**config.mk**
```make
export PLATFORM = sky130hd
export DESIGN_NAME = axi4_lite_master
export DESIGN_NICKNAME = d
export VERILOG_FILES = /design/src/rtl/axi4_lite_pkg.sv /design/src/rtl/axi4_lite_watchdog.sv /design/src/rtl/axi4_lite_master.sv
export SDC_FILE = /design/constraint.sdc
export NUM_CORES = 1
export LEC_CHECK = 0
export ABC_AREA = 1
export CORE_MARGIN = 2
export CORE_UTILIZATION = 42
export CTS_CLUSTER_DIAMETER = 40
export DETAILED_ROUTE_END_ITERATION = 8
export PLACE_DENSITY = 0.87
export REMOVE_ABC_BUFFERS = 1
export SLEW_MARGIN = 20
export SYNTH_ARGS = -nofsm -noshare
export SYNTH_HDL_FRONTEND = slang
export SYNTH_SLANG_ARGS = --single-unit
export TNS_END_PERCENT = 10
```
**constraint.sdc**
```tcl
create_clock -name aclk -period 2.6 [get_ports aclk]
set_clock_uncertainty 0.15 [all_clocks]
set_input_delay 0.26 -clock aclk [delete_from_list [all_inputs] [get_ports aclk]]
set_output_delay 0.26 -clock aclk [all_outputs]
set_load 0.1 [all_outputs]
```
**src/rtl/axi4_lite_pkg.sv**
```systemverilog
// rtl/axi4_lite_pkg.sv - shared AXI4-Lite response codes, FSM state type and defaults
// Purpose: common definitions imported by axi4_lite_master and axi4_lite_watchdog.
// Contents:
//   OKAY / EXOKAY / SLVERR / DECERR  2-bit xRESP codes
//   TIMEOUT_CYCLES_DEFAULT           default watchdog limit in aclk cycles
//   axi_state_e                      master FSM state encoding
package axi4_lite_pkg;

  localparam logic [1:0] OKAY   = 2'b00;
  localparam logic [1:0] EXOKAY = 2'b01;
  localparam logic [1:0] SLVERR = 2'b10;
  localparam logic [1:0] DECERR = 2'b11;

  localparam int TIMEOUT_CYCLES_DEFAULT = 256;

  typedef enum logic [2:0] {
    IDLE    = 3'd0,
    WR      = 3'd1,
    WR_RESP = 3'd2,
    RD_ADDR = 3'd3,
    RD_DATA = 3'd4,
    RSP     = 3'd5
  } axi_state_e;

endpackage

```
**src/rtl/axi4_lite_watchdog.sv**
```systemverilog
// rtl/axi4_lite_watchdog.sv - busy-cycle counter with expire flag for the AXI4-Lite master
// Purpose: counts cycles spent waiting on the AXI slave and flags expiry.
// Ports:
//   aclk, aresetn  clock, asynchronous active-low reset
//   clear          restart the count (command accepted)
//   busy           master is waiting on an AXI channel this cycle
//   expired        count has reached TIMEOUT_CYCLES while busy
module axi4_lite_watchdog
  import axi4_lite_pkg::*;
#(
  parameter int TIMEOUT_CYCLES = TIMEOUT_CYCLES_DEFAULT
) (
  input  logic aclk,
  input  logic aresetn,
  input  logic clear,
  input  logic busy,
  output logic expired
);

  localparam int CW = $clog2(TIMEOUT_CYCLES + 1);

  logic [CW-1:0] count;

  // The count saturates at the limit; expired is qualified with busy so the
  // flag is silent while the response sits in RSP holding a saturated count.
  assign expired = busy && (count == CW'(TIMEOUT_CYCLES));

  always_ff @(posedge aclk or negedge aresetn) begin
    if (!aresetn) begin
      count <= '0;
    end else if (clear) begin
      count <= '0;
    end else if (busy && !expired) begin
      count <= count + CW'(1);
    end
  end

endmodule

```
**src/rtl/axi4_lite_master.sv**
```systemverilog
// rtl/axi4_lite_master.sv - single-outstanding AXI4-Lite initiator driven by a local command port
// Purpose: converts one write/read command into AW/W/B or AR/R transfers and
//          returns the slave response on the local response port.
// Optional feature: define AXI4_LITE_MASTER_TIMEOUT_EN to enable the watchdog
//          that ends a stalled transaction after TIMEOUT_CYCLES with SLVERR.
// Ports:
//   aclk, aresetn                       clock, asynchronous active-low reset
//   cmd_valid/cmd_ready, cmd_write,     command handshake and payload
//   cmd_addr, cmd_wdata, cmd_wstrb, cmd_prot
//   rsp_valid/rsp_ready, rsp_rdata,     response handshake and payload
//   rsp_resp, rsp_timeout
//   aw*, w*, b*, ar*, r*                AXI4-Lite master channels
module axi4_lite_master
  import axi4_lite_pkg::*;
#(
  parameter int TIMEOUT_CYCLES = TIMEOUT_CYCLES_DEFAULT
) (
  input  logic        aclk,
  input  logic        aresetn,
  input  logic        cmd_valid,
  output logic        cmd_ready,
  input  logic        cmd_write,
  input  logic [31:0] cmd_addr,
  input  logic [31:0] cmd_wdata,
  input  logic [3:0]  cmd_wstrb,
  input  logic [2:0]  cmd_prot,
  output logic        rsp_valid,
  input  logic        rsp_ready,
  output logic [31:0] rsp_rdata,
  output logic [1:0]  rsp_resp,
  output logic        rsp_timeout,
  output logic [31:0] awaddr,
  output logic [2:0]  awprot,
  output logic        awvalid,
  input  logic        awready,
  output logic [31:0] wdata,
  output logic [3:0]  wstrb,
  output logic        wvalid,
  input  logic        wready,
  input  logic [1:0]  bresp,
  input  logic        bvalid,
  output logic        bready,
  output logic [31:0] araddr,
  output logic [2:0]  arprot,
  output logic        arvalid,
  input  logic        arready,
  input  logic [31:0] rdata,
  input  logic [1:0]  rresp,
  input  logic        rvalid,
  output logic        rready
);

  if (TIMEOUT_CYCLES < 1) begin : g_bad_timeout
    $error("axi4_lite_master: TIMEOUT_CYCLES must be at least 1");
  end

  axi_state_e  state, state_next;

  logic [31:0] addr_q;
  logic [31:0] wdata_q;
  logic [3:0]  wstrb_q;
  logic [2:0]  prot_q;
  logic        aw_done, w_done;
  logic [31:0] rsp_rdata_q;
  logic [1:0]  rsp_resp_q;
  logic        timeout_q;

  logic accept;
  logic busy;
  logic expired;
  logic aw_hs, w_hs;

  assign busy = (state == WR) || (state == WR_RESP) ||
                (state == RD_ADDR) || (state == RD_DATA);

`ifdef AXI4_LITE_MASTER_TIMEOUT_EN
  axi4_lite_watchdog #(
    .TIMEOUT_CYCLES (TIMEOUT_CYCLES)
  ) u_watchdog (
    .aclk    (aclk),
    .aresetn (aresetn),
    .clear   (accept),
    .busy    (busy),
    .expired (expired)
  );
`else
  assign expired = 1'b0;
`endif

  // cmd_ready is gated with aresetn so it reads 0 for the whole reset pulse,
  // not just from the first edge inside it.
  assign cmd_ready = aresetn && (state == IDLE);
  assign accept    = cmd_valid && cmd_ready;

  // Valids come straight from state and done flags, so the asynchronous
  // reset of the state register drops them immediately. On expiry they are
  // masked for the one cycle before RSP so no late handshake can slip in.
  assign awvalid   = (state == WR) && !aw_done && !expired;
  assign wvalid    = (state == WR) && !w_done && !expired;
  assign bready    = (state == WR_RESP) && !expired;
  assign arvalid   = (state == RD_ADDR) && !expired;
  assign rready    = (state == RD_DATA) && !expired;
  assign rsp_valid = (state == RSP);

  assign aw_hs = awvalid && awready;
  assign w_hs  = wvalid && wready;

  assign awaddr  = addr_q;
  assign araddr  = addr_q;
  assign awprot  = prot_q;
  assign arprot  = prot_q;
  assign wdata   = wdata_q;
  assign wstrb   = wstrb_q;

  assign rsp_rdata   = rsp_rdata_q;
  assign rsp_resp    = rsp_resp_q;
  assign rsp_timeout = timeout_q;

  always_ff @(posedge aclk or negedge aresetn) begin
    if (!aresetn) begin
      state <= IDLE;
    end else begin
      state <= state_next;
    end
  end

  always_comb begin
    state_next = state;
    case (state)
      IDLE: begin
        if (accept) begin
          state_next = cmd_write ? WR : RD_ADDR;
        end
      end
      WR: begin
        if (expired) begin
          state_next = RSP;
        end else if ((aw_done || aw_hs) && (w_done || w_hs)) begin
          state_next = WR_RESP;
        end
      end
      WR_RESP: begin
        if (expired || bvalid) begin
          state_next = RSP;
        end
      end
      RD_ADDR: begin
        if (expired) begin
          state_next = RSP;
        end else if (arready) begin
          state_next = RD_DATA;
        end
      end
      RD_DATA: begin
        if (expired || rvalid) begin
          state_next = RSP;
        end
      end
      RSP: begin
        if (rsp_ready) begin
          state_next = IDLE;
        end
      end
      default: state_next = IDLE;
    endcase
  end

  always_ff @(posedge aclk or negedge aresetn) begin
    if (!aresetn) begin
      addr_q      <= '0;
      wdata_q     <= '0;
      wstrb_q     <= '0;
      prot_q      <= '0;
      aw_done     <= 1'b0;
      w_done      <= 1'b0;
      rsp_rdata_q <= '0;
      rsp_resp_q  <= OKAY;
      timeout_q   <= 1'b0;
    end else begin
      if (accept) begin
        addr_q    <= cmd_addr;
        wdata_q   <= cmd_wdata;
        wstrb_q   <= cmd_wstrb;
        prot_q    <= cmd_prot;
        aw_done   <= 1'b0;
        w_done    <= 1'b0;
        timeout_q <= 1'b0;
      end
      if (aw_hs) begin
        aw_done <= 1'b1;
      end
      if (w_hs) begin
        w_done <= 1'b1;
      end
      if (bready && bvalid) begin
        rsp_resp_q  <= bresp;
        rsp_rdata_q <= '0;
      end
      if (rready && rvalid) begin
        rsp_resp_q  <= rresp;
        rsp_rdata_q <= rdata;
      end
      if (busy && expired) begin
        rsp_resp_q  <= SLVERR;
        rsp_rdata_q <= '0;
        timeout_q   <= 1'b1;
      end
    end
  end

endmodule
```
## After elaboration in Yosys (flattened, before gate mapping)

Cells that the tools add are included.

- Bits in registers: 110
- Bits of input ports: 117
- Output and inout bits: 148
- Word-level logic and storage cells: 53

- Eq/ne operators: 11
- Mux-type cells: 15
- Reduce and logical (&&, ||, !) cells: 18

Operators by type and width:

| operator | number |
|---|---|
| two-way mux 32 bit | 2 |
| two-way mux 3 bit | 6 |
| case mux 3 bit (6 select lines) | 1 |
| logical AND 1 bit | 9 |
| equality test 3 x 2 -> 1 bit (second input constant) | 2 |
| equality test 3 bit (second input constant) | 2 |
| two-way mux 2 bit | 3 |
| inequality test 2 x 1 -> 1 bit (second input constant) | 3 |
| inequality test 2 bit (second input constant) | 3 |
| AND reduction 6 bit | 1 |
| nonzero test 2 bit | 3 |
| equality test 3 x 1 -> 1 bit (second input constant) | 1 |
| zero test 3 bit | 1 |
| two-way mux 1 bit | 3 |
| zero test 1 bit | 2 |
| logical OR 1 bit | 2 |

## Longest topological paths before layout

- Word-level depth: 7
- Gate-level depth with buffers: 9
- Mapped depth without buffers: 9

## Worst setup path before layout

OpenSTA, ideal clock, no wires.

- Path kind: reg-to-output
- From: reg state[1]
- To: out cmd_ready
- Arrival: 1901 ps
- Data required time: 2190 ps
- Path slack: 289 ps
- Stages on the path, launching flop included: 4
- Buffers on the path: 0
- Cell sequence: dfrtp_1 nor2_2 nand2_2 nor2_1

- Word-level cells in the longest chain between the ends: 2

Ends and longest elaborated chain:

| what | RTL line | text |
|---|---|---|
| start: declaration | axi4_lite_master.sv:57 | `axi_state_e state, state_next;` |
| start signal: assignment | axi4_lite_master.sv:123 | `state <= state_next;` |
| zero test 3 bit | axi4_lite_master.sv:92 | `assign cmd_ready = aresetn && (state == IDLE);` |
| logical AND 1 bit | axi4_lite_master.sv:92 |  |
| end: declaration | axi4_lite_master.sv:21 | `output logic cmd_ready,` |

No other way between the ends.

## Final worst setup path

- From: reg state[1]
- To: out rready

- Word-level cells in the longest chain between the ends: 1

Ends and longest elaborated chain:

| what | RTL line | text |
|---|---|---|
| equality test 3 bit | axi4_lite_master.sv:102 | `assign rready = (state == RD_DATA) && !expired;` |
| end: declaration | axi4_lite_master.sv:50 | `output logic rready` |

No other way between the ends.

==> results.json <==
{
  "final_net_count": 878,
  "clk_path_buf_depth": 2,
  "yosysUniqueCellTypes": 20,
  "setup_violations": 0,
  "fillers": 868,
  "status": "completed",
  "worst-endpoint-required_ns": 2.19,
  "hold_path.class": "in2reg",
  "period_needed_ns": 2.12,
  "cp-start-kind": "register",
  "crit_path_end_kind": "primary output",
  "post-dp-hpwl_um": 9360,
  "worst_hold_slack_ns": 0.314,
  "remaining_drc_errors": 0,
  "grt_usage": 0.199,
  "grt_use_met3": 0.0459,
  "vias": 4189,
  "die_area_mm2": 0.0122,
  "path_class": "reg2out",
  "path_max_fanout": 29,
  "grt.overflow.total": 0,
  "antenna_cells": 0,
  "area_growth_pct": 50.6,
  "fp.dieH_um": 110,
  "synth_top_area_cell": "dfrtp_1",
  "clk_pin_slew_ns": 0.07,
  "synth_top_area_frac": 0.579,
  "layout_common_cells": "nand2_1 (150), buf_4 (148), clkdlybuf4s50_1 (115)",
  "clock_latency_ns": 0.33,
  "routed_wirelength_um": 12600,
  "die_w_um": 110,
  "grt_pass1_vias": 3913,
  "htree_levels": 3,
  "coreArea_mm2": 0.0109,
  "slew_headroom": 0.614,
  "min_from": "cmd_addr[29]",
  "worstSetupStartpoint": "state[1]",
  "first_iter_violations": 309,
  "fp-row-count": 38,
  "ant_nets": 0,
  "drive_gt1_frac": 0.225,
  "synth_seq_cells": 110,
  "ctsRootBufferMaster": "clkbuf_16",
  "cts_resized": 0,
  "r2r-start": "state[1]",
  "synth_warnings": 0,
  "drt_pre_antenna_iters": 4,
  "synth_area_leaders": "dfrtp_1 (58%), nand2_1 (12%), inv_1 (6.4%)",
  "rsz0062_at_grt": "no",
  "postSynthCellCount": 543,
  "crit_arrival_ns": 1.71,
  "cts_tree": "done",
  "grtUsageMet2": 0.358,
  "busiest_layer": "met2",
  "max_freq_mhz": 471,
  "cts_inserted_buffers": 9,
  "hold_viol_final": 0,
  "fin_crit_sh": 0.817,
  "wl_per_cell_um": 13.9,
  "grt_pass1_wl_um": 18700,
  "numClockSinks": 110,
  "cts_setup_buffers": 0,
  "slew_viol_final": 0,
  "synth_flop_cell": "dfrtp_1",
  "synth-edff-count": 0,
  "maxCapViolCount": 0,
  "syn-cell-area_mm2": 0.00475,
  "grt_antenna_before_repair": 0,
  "grt_max_degree": 145,
  "gp_congestion": 0.775,
  "seq_area_mm2": 0.00275,
  "mostFrequentLayoutCell": "nand2_1",
  "gr-usage-met1": 0.233,
  "postSynth.asyncResetShare": 1.00,
  "multi_input_area_mm2": 0.00126,
  "worstMarginPinSlew_ns": 0.579,
  "start_util": 0.434,
  "ioPinCount": 265,
  "numPortBuffers": 263,
  "seq_area_frac_synth": 0.579,
  "avgSynthCellArea_um2": 8.75,
  "routed_via_density": 4.63
}
repair_timing:
action                     4_1_cts  5_1_grt
hold endpoints to repair       110        0
hold buffers                     1        0
setup endpoints to repair        0        0
critical path, cell delays in order, from the launching register on:
cell and delay [ns]:
dfrtp_1 0.43, nor2_2 0.16, nand2_1 0.11, inv_2 0.14, buf_4 0.32, buf_12 0.22
path summary, 6_finish.rpt:
kind | endpoint | slack, ns | depth (start not counted)
worst max-delay path | rready | 0.48 | 5
min in group asynchronous | wdata[25] | 0.47 | 3
worst min-delay path | araddr[29] | 0.31 | 3
worst max register to register | araddr[6] | 0.66 | 5
worst min register to register | rsp_rdata[18] | 0.32 | 2
max in group asynchronous | wdata[4] | 1.38 | 3
registers in the layout, indices dropped and copies added, names as in the netlist:
signal,count
rsp_resp,2
wdata,32
aw_done,1
rsp_rdata,32
araddr,32
arprot,3
wstrb,4
w_done,1
state,3
kinds of logic after synthesis:
group	after synthesis	share of synthesized area
other cells	1	0.000789
compound gates	77	0.0816
buf+inv	144	0.155
flops	110	0.579
simple gates	211	0.184
per-layer routing:
layer / wire length (µm) / vias up
li1: - / 2060
met1: 4970 / 1912
met2: 6300 / 199
met3: 1100 / 18
met4: 219 / 0
met5: 0 / -
cell usage after synthesis (2+ instances only):
| master | number |
|---|---|
| nand3_1 | 42 |
| buf_2 | 5 |
| buf_6 | 7 |
| nand4_1 | 2 |
| clkbuf_1 | 13 |
| nand2_1 | 150 |
| a21oi_1 | 3 |
| o21ai_1 | 13 |
| buf_4 | 36 |
| inv_2 | 2 |
| dfrtp_1 | 110 |
| nor2_1 | 13 |
| inv_1 | 81 |
| o21ai_0 | 60 |
through the flow:
stage	setup slack (ns)	utilization	setup TNS, ns	cell area, µm²	cells
floorplan	-0.936	-	-66.69	4330	482
global placement	0.776	0.626	0	6850	889
detailed placement	0.683	0.626	0	6850	889
CTS	0.464	0.654	0	7160	905
global route	0.370	0.654	0	7160	905
finish	0.475	0.654	0	7160	905
layout make-up:
cell class	count	area share
tap	140	0.0245
inverter	83	0.0435
timing repair buffer	268	0.329
clock inverter	3	0.00612
clock buffer	12	0.0358
sequential	110	0.385
multi-input combinational	289	0.177
Power is not shown: default switching activity piles up to over one toggle a cycle in this logic, so the estimate is an artifact.
